==> config.mk <==
export PLATFORM = sky130hd
export DESIGN_NAME = nnrv_mem_arb
export DESIGN_NICKNAME = d
export VERILOG_FILES = /design/src/rtl/nnrv_mem_arb.sv
export SDC_FILE = /design/constraint.sdc
export NUM_CORES = 1
export LEC_CHECK = 0
export BUFFER_PORTS_ARGS = -buffer_cell sky130_fd_sc_hd__buf_2
export CAP_MARGIN = 15
export CORE_AREA = 2 2 114 116
export CTS_CLUSTER_SIZE = 24
export DETAILED_ROUTE_END_ITERATION = 8
export DIE_AREA = 0 0 116 118
export GPL_ROUTABILITY_DRIVEN = 0
export PLACE_DENSITY_LB_ADDON = 0.3
export SLEW_MARGIN = 15
export SYNTH_ARGS = -nofsm -noshare
export SYNTH_HDL_FRONTEND = slang
export SYNTH_SLANG_ARGS = --single-unit
==> constraint.sdc <==
create_clock -name i_clk -period 2.6 [get_ports i_clk]
set_clock_uncertainty 0.1 [all_clocks]
set_input_delay 0.13 -clock i_clk [delete_from_list [all_inputs] [get_ports i_clk]]
set_output_delay 0.13 -clock i_clk [all_outputs]
set_load 0.01 [all_outputs]
==> src/rtl/nnrv_mem_arb.sv <==
// -----------------------------------------------------------------------------
// nnrv_mem_arb
//
// Arbiter that shares one single-port RAM between the instruction fetch stage
// and the load/store unit. Grants are decided combinationally in the request
// cycle. Load/store normally wins. A starvation counter forces a fetch grant
// after STARVE_LIMIT consecutive fetch denials. Read responses come back one
// cycle after the grant. They are steered to the requester that owned the
// read.
//
// Parameters
//   XLEN          address / data width
//   STARVE_LIMIT  consecutive fetch denials that force a fetch grant (1..15)
//
// Ports
//   i_clk, i_rst                     clock, asynchronous active-high reset
//   i_if_req, i_if_addr              fetch read request and byte address
//   o_if_gnt, o_if_stall             fetch accepted / fetch present but denied
//   o_if_rvalid, o_if_rdata          fetch read response
//   i_ls_req, i_ls_we, i_ls_addr,
//   i_ls_wdata, i_ls_mask            load/store request
//   o_ls_gnt                         load/store accepted
//   o_ls_rvalid, o_ls_rdata          load response
//   o_ram_addr, o_ram_rd_en,
//   o_ram_wr_en, o_ram_mask,
//   o_ram_wdata, i_ram_rd_data       single-port RAM interface (1-cycle read)
//   o_conflict_cnt                   saturating count of both-request cycles
// -----------------------------------------------------------------------------
module nnrv_mem_arb #(
  parameter int XLEN         = 32,
  parameter int STARVE_LIMIT = 4
) (
  input  logic            i_clk,
  input  logic            i_rst,

  input  logic            i_if_req,
  input  logic [XLEN-1:0] i_if_addr,
  output logic            o_if_gnt,
  output logic            o_if_stall,
  output logic            o_if_rvalid,
  output logic [XLEN-1:0] o_if_rdata,

  input  logic            i_ls_req,
  input  logic            i_ls_we,
  input  logic [XLEN-1:0] i_ls_addr,
  input  logic [XLEN-1:0] i_ls_wdata,
  input  logic [3:0]      i_ls_mask,
  output logic            o_ls_gnt,
  output logic            o_ls_rvalid,
  output logic [XLEN-1:0] o_ls_rdata,

  output logic [XLEN-1:0] o_ram_addr,
  output logic            o_ram_rd_en,
  output logic            o_ram_wr_en,
  output logic [3:0]      o_ram_mask,
  output logic [XLEN-1:0] o_ram_wdata,
  input  logic [XLEN-1:0] i_ram_rd_data,

  output logic [15:0]     o_conflict_cnt
);

  localparam logic [3:0] LP_STARVE_LIMIT = 4'(STARVE_LIMIT);
  localparam logic       LP_OWNER_IF     = 1'b0;
  localparam logic       LP_OWNER_LS     = 1'b1;

  logic [3:0]  r_starve_cnt;
  logic        r_rsp_pending;
  logic        r_rsp_owner;
  logic [15:0] r_conflict_cnt;

  logic        w_force_if;
  logic        w_if_gnt;
  logic        w_ls_gnt;
  logic        w_rd_grant;

  // Grant decision: load/store wins unless fetch has been starved to the limit.
  always_comb begin
    w_if_gnt   = 1'b0;
    w_ls_gnt   = 1'b0;
    w_force_if = i_if_req & (r_starve_cnt == LP_STARVE_LIMIT);
    if (i_rst) begin
      // No grants may leak out while reset is held.
      w_if_gnt = 1'b0;
      w_ls_gnt = 1'b0;
    end else begin
      w_ls_gnt = i_ls_req & ~w_force_if;
      w_if_gnt = i_if_req & ~w_ls_gnt;
    end
  end

  // A read is outstanding after any fetch grant or any granted load.
  assign w_rd_grant = w_if_gnt | (w_ls_gnt & ~i_ls_we);

  // RAM port steering for the granted requester; idle port parks on fetch.
  always_comb begin
    o_ram_addr  = i_if_addr;
    o_ram_rd_en = 1'b0;
    o_ram_wr_en = 1'b0;
    o_ram_mask  = 4'b1111;
    o_ram_wdata = {XLEN{1'b0}};
    if (w_ls_gnt) begin
      o_ram_addr  = i_ls_addr;
      o_ram_rd_en = ~i_ls_we;
      o_ram_wr_en = i_ls_we;
      o_ram_mask  = i_ls_mask;
      o_ram_wdata = i_ls_wdata;
    end else if (w_if_gnt) begin
      o_ram_addr  = i_if_addr;
      o_ram_rd_en = 1'b1;
      o_ram_wr_en = 1'b0;
      o_ram_mask  = 4'b1111;
      o_ram_wdata = {XLEN{1'b0}};
    end else begin
      o_ram_addr  = i_if_addr;
      o_ram_rd_en = 1'b0;
      o_ram_wr_en = 1'b0;
      o_ram_mask  = 4'b1111;
      o_ram_wdata = {XLEN{1'b0}};
    end
  end

  // Starvation counter: counts consecutive fetch denials, saturating at the limit.
  always_ff @(posedge i_clk or posedge i_rst) begin
    if (i_rst) begin
      r_starve_cnt <= 4'd0;
    end else if (i_if_req & ~w_if_gnt) begin
      if (r_starve_cnt < LP_STARVE_LIMIT) begin
        r_starve_cnt <= r_starve_cnt + 4'd1;
      end else begin
        r_starve_cnt <= r_starve_cnt;
      end
    end else begin
      r_starve_cnt <= 4'd0;
    end
  end

  // Response tracking: remember whether a read was granted and who owns it.
  always_ff @(posedge i_clk or posedge i_rst) begin
    if (i_rst) begin
      r_rsp_pending <= 1'b0;
      r_rsp_owner   <= LP_OWNER_IF;
    end else begin
      r_rsp_pending <= w_rd_grant;
      r_rsp_owner   <= w_ls_gnt ? LP_OWNER_LS : LP_OWNER_IF;
    end
  end

  // Conflict counter: cycles with both requesters active, saturating, never wraps.
  always_ff @(posedge i_clk or posedge i_rst) begin
    if (i_rst) begin
      r_conflict_cnt <= 16'd0;
    end else if (i_if_req & i_ls_req & (r_conflict_cnt != 16'hFFFF)) begin
      r_conflict_cnt <= r_conflict_cnt + 16'd1;
    end else begin
      r_conflict_cnt <= r_conflict_cnt;
    end
  end

  assign o_if_gnt       = w_if_gnt;
  assign o_ls_gnt       = w_ls_gnt;
  assign o_if_stall     = i_if_req & ~w_if_gnt & ~i_rst;
  assign o_if_rvalid    = r_rsp_pending & (r_rsp_owner == LP_OWNER_IF);
  assign o_ls_rvalid    = r_rsp_pending & (r_rsp_owner == LP_OWNER_LS);
  // Read data is a raw pass-through; consumers qualify it with rvalid.
  assign o_if_rdata     = i_ram_rd_data;
  assign o_ls_rdata     = i_ram_rd_data;
  assign o_conflict_cnt = r_conflict_cnt;

endmodule

==> results of run 1 <==
-- cell usage in the layout, fill, tap and decap left out, drive strengths merged, types with 5 or more instances in the layout --
cell / count
a21oi: 5
nand3: 8
nor3: 6
buf: 197
inv: 9
dfrtp: 22
nand2: 8
xor2: 11
nor4: 6
mux2: 33
and2: 34
nor2: 8
-- registers in the layout, summed over array words and instances, names as in the netlist --
register and flops:
r_rsp_pending 1, o_conflict_cnt 16, r_rsp_owner 1, r_starve_cnt 4
-- cell families (layout without fill, tap and decap cells) --
logic type               Yosys count  count (layout)  synth area share, %
buffers and inverters             81             211                 24.9
multiplexers                      33              33                 16.9
XOR/XNOR                          13              13                 5.14
AND/OR/NAND/NOR                   85              85                 23.6
AO/OA/AOI/OAI                     11              11                 2.88
adder cells (fa/ha/maj)            3               3                 1.70
other                              0               4                    0
flip-flops                        22              22                 24.9
-- critical path, stage by stage (launching register included) --
cell and delay (ns):
dfrtp_1 0.40, inv_1 0.07, ha_1 0.13, and3b_1 0.21
nand2_1 0.08, nand3_2 0.12, buf_4 0.38, mux2_2 0.40
buf_2 0.14
-- worst paths after layout --
path | to | slack (ns)
max in group asynchronous | o_conflict_cnt[4] | 1.72
max | o_ram_addr[4] | 0.18
max reg2reg | o_conflict_cnt[1] | 0.56
min reg2reg | o_conflict_cnt[15] | 0.41
min in group asynchronous | o_conflict_cnt[0] | 0.44
min | r_rsp_pending | 0.06
-- power breakdown --
part	internal, mW	switching [mW]	leakage, nW
logic	0.259	0.259	1.33
registers	0.409	0.0983	0.280
clock network	0.306	0.127	0.0511
total	0.974	0.484	1.66
-- metrics by stage --
step | area (µm²) | worst slack, ns | hold WS, ns | utilization, %
after detailed placement | 2900 | 0.460 | 0.160 | 23.4
after floorplan | 2210 | 0.776 | 0.0438 | -
after global placement | 2900 | 0.525 | 0.160 | 23.4
final | 3030 | 0.177 | 0.0624 | 24.4
after global routing | 3020 | 0.0714 | 0.0637 | 24.3
after CTS | 3020 | 0.176 | 0.0596 | 24.3
-- area by class of cell --
class                   count  area, µm²  area share [%]
flip-flops and latches     22        551            18.2
diodes                      4       10.0           0.331
well taps                 172        215            7.11
multi-input cells         145       1110            36.7
inverters                   9       33.8            1.12
clock inverters             1       30.0           0.992
clock buffers               3       75.1            2.48
repair buffers            198       1000            33.1
-- routing by layer --
metal,track usage (%),wire (µm)
met5,0,0
met2,16.3,3470
met1,18.4,4370
met3,3.19,891
met4,2.83,127
-- what timing repair did --
action	4_1_cts	5_1_grt
buffers inserted	0	0
endpoints found under the setup margin	0	0
hold buffers	1	0
endpoints found under the hold margin	22	0
==> impl_metrics.csv, run 1 <==
group,metric,value,unit
run_status,status,"complete, no violations",
floorplanning,die-area,13700,µm²
logic_synthesis,synthTopCellsByCount,"buf_4, and2_1, mux2_2",
route,drt-pass1-iter-count,4,
setup_path,reg2reg_from,"o_conflict_cnt[1]",
place,port_buffers,195,
global_routing,overflow,0,
clock_network,clock_sinks,22,
job,maxCapViolations,0,
place,hpwlAfterDp,7620,µm
sta,tightestPinTransition,0.542,ns
cells_and_area,layout-drive-gt1-share,63.8,%
min_path,holdPathStages,2,
floorplanning,io_pins,292,
setup_path,cp_max_fo,32,
global_routing,antenna_found_initial,1,
route,routed_wl,8860,µm
setup_path,r2r_cells,5,
cells_and_area,nNetsFinal,519,
place,post-place-cells,545,
logic_synthesis,synth_cell_type_count,33,
logic_synthesis,synth_flop_cell,"dfrtp_1",
floorplanning,start_util,17.8,%
floorplanning,die_h,118,µm
sta,setup_viol,0,
global_routing,grt_pass1_vias,2148,
clock_network,cts_buffer_depth,2,
min_path,worstHoldStart,"i_ls_we",
cells_and_area,fillers,1403,
logic_synthesis,synthCells,248,
pwr,power.total,1.46,mW
setup_path,worstPathArrival,2.19,ns
clock_network,cts_tree,"yes",
pwr,power_density,481,nW/µm²
route,drtIter0Drc,50,
logic_synthesis,ys_seq_area_share,24.9,%
route,post_drt_wl_per_cell,16.0,µm
floorplanning,std_cell_rows,41,
setup_path,critical_path_required,2.37,ns
logic_synthesis,yosysWarnings,0,
logic_synthesis,synthArstFlopShare,100,%
clock_network,cts.clk_slew.worst_paths,0.06,ns
sta,fmax,413,MHz
logic_synthesis,synth.most_common_cell,"buf_4",
logic_synthesis,synth_edf_count,0,
route,vias,2149,
pwr,p_leak,1.66,nW
route,via_per_inst,3.88,
min_path,hold_class,"primary input to flip-flop",
sta,period_minus_slack,2.42,ns
logic_synthesis,avgSynthCellArea,8.93,µm²
global_routing,grt_pass1_wl,12600,µm
clock_network,clk-insertion-delay-late,0.26,ns
sta,min_period_over_period,93.2,%
sta,rsz0062_at_grt,"no",
route,drcViolationCount,0,
logic_synthesis,synth_top_area_cell,"dfrtp_1",
setup_path,criticalPathCategory,"flip-flop to output port",
clock_network,cts_root_buf,"clkbuf_16",
logic_synthesis,yosysTopAreaCellShare,24.9,%
cells_and_area,layout.cells.non_filler,554,
pwr,peakVddDrop,0.000209,V
route,detail-route-antenna-nets,0,
logic_synthesis,ys_ff_latch,22,
floorplanning,coreArea,12400,µm²
logic_synthesis,syn_area,2210,µm²
clock_network,ctsResizeCount,0,
clock_network,htreeDepth,1,
setup_path,cp-start-kind,"flip-flop",
setup_path,end_kind,"output port",
sta,slew_violations,0,
cells_and_area,area_growth,36.7,%
global_routing,grt_max_degree,40,
floorplanning,die_w,116,µm
clock_network,cts_made_buffers,3,
sta,tns,0,ns
sta,finalHoldViolCount,0,
global_routing,globalRouteTotalUtil,12.0,%
logic_synthesis,synth_fp_nets,388,
sta,slew_headroom,63.8,%
logic_synthesis,synth_area_leaders,"dfrtp_1, buf_4, mux2_2",
setup_path,startpoint,"r_starve_cnt[0]",
No activity file was read; power rests on OpenSTA's default activity.
==> inputs of run 2 (changes only) <==
--- a/config.mk
+++ b/config.mk
@@ -12,7 +12,6 @@
 export DETAILED_ROUTE_END_ITERATION = 8
 export DIE_AREA = 0 0 116 118
 export GPL_ROUTABILITY_DRIVEN = 0
-export PLACE_DENSITY_LB_ADDON = 0.3
 export SLEW_MARGIN = 15
 export SYNTH_ARGS = -nofsm -noshare
 export SYNTH_HDL_FRONTEND = slang
==> impl_metrics.csv, run 2 (synthesized netlist as in run 1, its figures left out) <==
group,metric,value,unit
run_status,status,"complete, no violations",
setup_path,end_kind,"output port",
setup_path,r2r_cells,5,
clock_network,cts_setup_buffers,0,
sta,fmax,426,MHz
place,post-place-cells,545,
sta,tns,0,ns
global_routing,globalRouteTotalUtil,13.5,%
cells_and_area,largest_reg_flops,16,
sta,finalHoldViolCount,0,
global_routing,grt_max_degree,40,
pwr,power_density,463,nW/µm²
min_path,holdPathStages,2,
setup_path,criticalPathCategory,"flip-flop to output port",
global_routing,antenna_found_initial,1,
min_path,worstHoldStart,"i_ls_we",
sta,slew_headroom,67.0,%
cells_and_area,final_area,3020,µm²
sta,slew_violations,0,
cells_and_area,layout_commonest_cell,"buf_2",
route,vias,2158,
floorplanning,die_h,118,µm
clock_network,cts_tree,"yes",
pwr,peakVddDrop,0.000214,V
sta,setup_viol,0,
pwr,p_leak,1.66,nW
setup_path,cp-start-kind,"flip-flop",
global_routing,grt_pass1_vias,2232,
sta,period_minus_slack,2.35,ns
cells_and_area,nNetsFinal,519,
min_path,hold_path_end,"r_rsp_pending",
cells_and_area,layout.cells.non_filler,550,
route,detail-route-antenna-nets,0,
route,post_drt_wl_per_cell,18.3,µm
setup_path,cp_max_fo,29,
cells_and_area,mostFrequentLayoutCells,"buf_2, and2_1, mux2_2",
pwr,power.total,1.40,mW
place,hpwlAfterDp,8800,µm
route,drt-pass1-iter-count,4,
setup_path,critical_path_required,2.37,ns
global_routing,overflow,0,
clock_network,clk-insertion-delay-late,0.25,ns
clock_network,cts_root_buf,"clkbuf_16",
place,port_buffers,195,
min_path,hold_class,"primary input to flip-flop",
clock_network,clock_sinks,22,
cells_and_area,area_growth,36.2,%
route,drcViolationCount,0,
clock_network,cts.clk_slew.worst_paths,0.06,ns
floorplanning,std_cell_rows,41,
floorplanning,io_pins,292,
floorplanning,die-area,13700,µm²
clock_network,cts_made_buffers,3,
place,placedInstanceArea,2920,µm²
global_routing,grt_pass1_wl,13800,µm
clock_network,cts_buffer_depth,2,
job,maxCapViolations,0,
sta,min_period_over_period,90.3,%
route,routed_wl,10000,µm
floorplanning,coreArea,12400,µm²
setup_path,worstPathArrival,2.12,ns
cells_and_area,antennaDiodeCount,0,
setup_path,r2r_end,"o_conflict_cnt[1]",
sta,tightestPinTransition,0.491,ns
clock_network,htreeDepth,1,
route,via_per_inst,3.92,
floorplanning,start_util,17.8,%
floorplanning,die_w,116,µm
setup_path,reg2reg_slack,0.52,ns
route,drtIter0Drc,61,
sta,rsz0062_at_grt,"no",
setup_path,reg2reg_from,"o_conflict_cnt[0]",
cells_and_area,layout-drive-gt1-share,63.8,%
## run 2: final cells by class
| type | instances | area [µm²] |
|---|---|---|
| clock buffer | 4 | 88.8 |
| fill | 1392 | 9400 |
| inverter | 9 | 36.3 |
| multi-input combinational | 145 | 1110 |
| sequential | 22 | 551 |
| tap | 172 | 215 |
| timing repair buffer | 198 | 1010 |
## run 2: metal layers
metal	up-vias	part of all wire, %	global-route usage, %
li1	1023	-	-
met1	989	40	16.3
met2	114	43	20.2
met3	30	13	7.05
met4	2	3.5	4.91
met5	-	0.13	0
## run 2: worst max-delay path by stage
| stage | from | to | slack [ns] | cells after the start |
|---|---|---|---|---|
| finish | r_starve_cnt[0] | o_ram_addr[3] | 0.25 | 8 |
| floorplan | o_conflict_cnt[0] | o_conflict_cnt[1] | 0.78 | 5 |
| detailed placement | r_starve_cnt[0] | o_ram_wr_en | 0.42 | 8 |
| global placement | r_starve_cnt[0] | o_ram_wr_en | 0.50 | 8 |
| CTS | r_starve_cnt[0] | o_ram_wr_en | 0.13 | 8 |
| global route | r_starve_cnt[0] | o_ram_wr_en | 0.12 | 8 |
## run 2: power breakdown
| part | internal (mW) | switching [mW] |
|---|---|---|
| sequential | 0.409 | 0.0997 |
| combinational | 0.261 | 0.271 |
| clock | 0.235 | 0.121 |
| total | 0.905 | 0.492 |
## run 2: worst max-delay path: stages (launching register included)
cell	delay, ns
dfrtp_1	0.40
inv_1	0.07
ha_1	0.13
and3b_1	0.22
nand2_1	0.08
nand3_2	0.19
buf_12	0.23
mux2_2	0.37
buf_2	0.16
## run 2: stage by stage
stage	util [%]	setup slack [ns]	hold WS, ns
after floorplan	-	0.776	0.0438
after global placement	23.5	0.504	0.152
after detailed placement	23.5	0.423	0.160
after CTS	24.3	0.134	0.0508
after global routing	24.3	0.125	0.0638
final	24.3	0.252	0.0389
## run 2: repair_timing
action / in CTS / in global routing
resized for setup: 0 / 2
endpoints found under the hold margin: 22 / 0
endpoints found under the setup margin: 0 / 13
hold buffers: 1 / 0
==> inputs of run 3 (changes only) <==
--- a/config.mk
+++ b/config.mk
@@ -6,12 +6,14 @@
 export NUM_CORES = 1
 export LEC_CHECK = 0
 export BUFFER_PORTS_ARGS = -buffer_cell sky130_fd_sc_hd__buf_2
-export CAP_MARGIN = 15
+export CAP_MARGIN = 0
 export CORE_AREA = 2 2 114 116
 export CTS_CLUSTER_SIZE = 24
 export DETAILED_ROUTE_END_ITERATION = 8
 export DIE_AREA = 0 0 116 118
 export GPL_ROUTABILITY_DRIVEN = 0
+export MAX_ROUTING_LAYER = met4
+export PLACE_DENSITY_LB_ADDON = 0.2
 export SLEW_MARGIN = 15
 export SYNTH_ARGS = -nofsm -noshare
 export SYNTH_HDL_FRONTEND = slang
==> impl_metrics.csv, run 3 (synthesized netlist as in run 1, its figures left out) <==
group,metric,value,unit
run_status,status,"complete, no violations",
global_routing,grt_pass1_wl,11000,µm
route,via_per_inst,3.82,
sta,setup_viol,0,
pwr,p_leak,1.67,nW
pwr,power_density,456,nW/µm²
cells_and_area,final_core_utilization,24.5,%
sta,finalHoldViolCount,0,
cells_and_area,nNetsFinal,521,
setup_path,critPathMaxStageDelay,0.40,ns
cells_and_area,layout_commonest_cell,"buf_2",
sta,fmax,421,MHz
setup_path,cp-start-kind,"flip-flop",
clock_network,cts_tree,"yes",
global_routing,antenna_found_initial,3,
sta,min_period_over_period,91.3,%
global_routing,globalRouteTotalUtil,10.5,%
pwr,power.net_switching,0.480,mW
clock_network,clk-insertion-delay-late,0.25,ns
route,routed_wl,7640,µm
place,placedInstanceArea,2930,µm²
min_path,hold_class,"primary input to flip-flop",
clock_network,cts_root_buf,"clkbuf_16",
cells_and_area,regArea,551,µm²
sta,rsz0062_at_grt,"no",
pwr,seq_power_share,36.8,%
floorplanning,die_w,116,µm
clock_network,cts.clk_slew.worst_paths,0.06,ns
cells_and_area,fillers,1389,
setup_path,criticalPathCategory,"flip-flop to output port",
pwr,clkPwrFrac,26.3,%
cells_and_area,mostFrequentLayoutCells,"buf_2, and2_1, mux2_2",
clock_network,cts_buffer_depth,2,
job,maxCapViolations,0,
global_routing,overflow,0,
setup_path,cp_max_fo,26,
clock_network,cts_setup_buffers,0,
floorplanning,die-area,13700,µm²
setup_path,cp_slowest_cell,"dfrtp_1",
clock_network,cts_made_buffers,3,
cells_and_area,largest_reg_flops,16,
route,drcViolationCount,0,
floorplanning,start_util,17.8,%
pwr,switching_share,34.5,%
route,drtIter0Drc,54,
floorplanning,coreArea,12400,µm²
cells_and_area,layout-drive-gt1-share,63.9,%
global_routing,grt_max_degree,27,
place,hpwlAfterDp,6420,µm
setup_path,critical_path_required,2.37,ns
clock_network,htreeDepth,1,
sta,slew_headroom,68.8,%
setup_path,path_cells,"inv_1 > ha_1 > and3b_1 > nand2_1 > nand3_4 > buf_12 > mux2_2 > buf_2",
cells_and_area,layout.cells.non_filler,553,
route,vias,2114,
cells_and_area,final_area,3040,µm²
sta,tightestPinTransition,0.464,ns
place,port_buffers,195,
route,drt-pass1-iter-count,6,
place,post-place-cells,547,
floorplanning,io_pins,292,
sta,period_minus_slack,2.37,ns
global_routing,grt_pass1_vias,2055,
cells_and_area,area_growth,37.5,%
setup_path,end_kind,"output port",
clock_network,clock_sinks,22,
pwr,peakVddDrop,0.000234,V
sta,tns,0,ns
sta,hold_slack,0.0683,ns
setup_path,worstPathArrival,2.14,ns
sta,slew_violations,0,
route,post_drt_wl_per_cell,13.8,µm
route,detail-route-antenna-nets,0,
pwr,combPwrFrac,36.9,%
cells_and_area,multi_input_area,1120,µm²
pwr,p_int,0.909,mW
floorplanning,std_cell_rows,41,
floorplanning,die_h,118,µm
## run 3: changes by cell type in the layout (fill, tap and decap cells not counted), sizes merged
cell / delta
buf: +2
diode: +1
## run 3: critical path: cells and delay by family, from the launching register on
kind	cells	cell delay (ns)
muxes	1	0.37
DFF	1	0.40
buffers and inverters	3	0.43
adders and majority gates	1	0.13
and+or+nand+nor	3	0.54
## run 3: worst paths after layout
kind	from	endpoint	slack, ns	depth (start not counted)
max reg2reg	o_conflict_cnt[0]	o_conflict_cnt[1]	0.55	5
max	r_starve_cnt[0]	o_ram_addr[9]	0.23	8
min reg2reg	o_conflict_cnt[15]	o_conflict_cnt[15]	0.42	1
max in group asynchronous	i_rst	o_conflict_cnt[8]	1.69	4
min in group asynchronous	i_rst	r_starve_cnt[3]	0.48	4
min	i_ls_we	r_rsp_pending	0.07	2
## run 3: repair_timing
| item | 4_1_cts | 5_1_grt |
|---|---|---|
| cloned | 0 | 0 |
| resized for setup | 1 | 2 |
| endpoints found under the setup margin | 11 | 11 |
| endpoints found under the hold margin | 22 | 0 |
| hold buffers | 1 | 0 |
| pin swaps | 0 | 0 |
## run 3: per-stage QoR
stage / power, mW / setup WS (ns)
floorplan: 0.860 / 0.776
global placement: 1.03 / 0.326
detailed placement: 1.03 / 0.246
CTS: 1.41 / 0.0594
global route: 1.48 / 0.134
finish: 1.39 / 0.227
## run 3: area by class of cell
type	instances	area share, %
inverters	9	1.27
flip-flops and latches	22	18.1
clock buffers	4	2.92
repair buffers	200	33.8
multi-input cells	145	36.8
well taps	172	7.07
diodes	1	0.0822
## run 3: routing by layer
layer / vias to the layer above / global-route usage, % / part of all wire (%)
met2: 114 / 16.9 / 47
met1: 946 / 13.2 / 43
met4: 0 / 2.60 / 1.6
met3: 21 / 2.73 / 8.0
met5: - / - / 0
li1: 1033 / - / -
## run 3: power groups by stage
stage,clock network (mW),registers [mW],logic (mW)
after floorplan,0,0.519,0.342
after global placement,0,0.520,0.512
after detailed placement,0,0.519,0.514
after CTS,0.376,0.513,0.519
after global routing,0.393,0.523,0.563
final,0.366,0.511,0.513
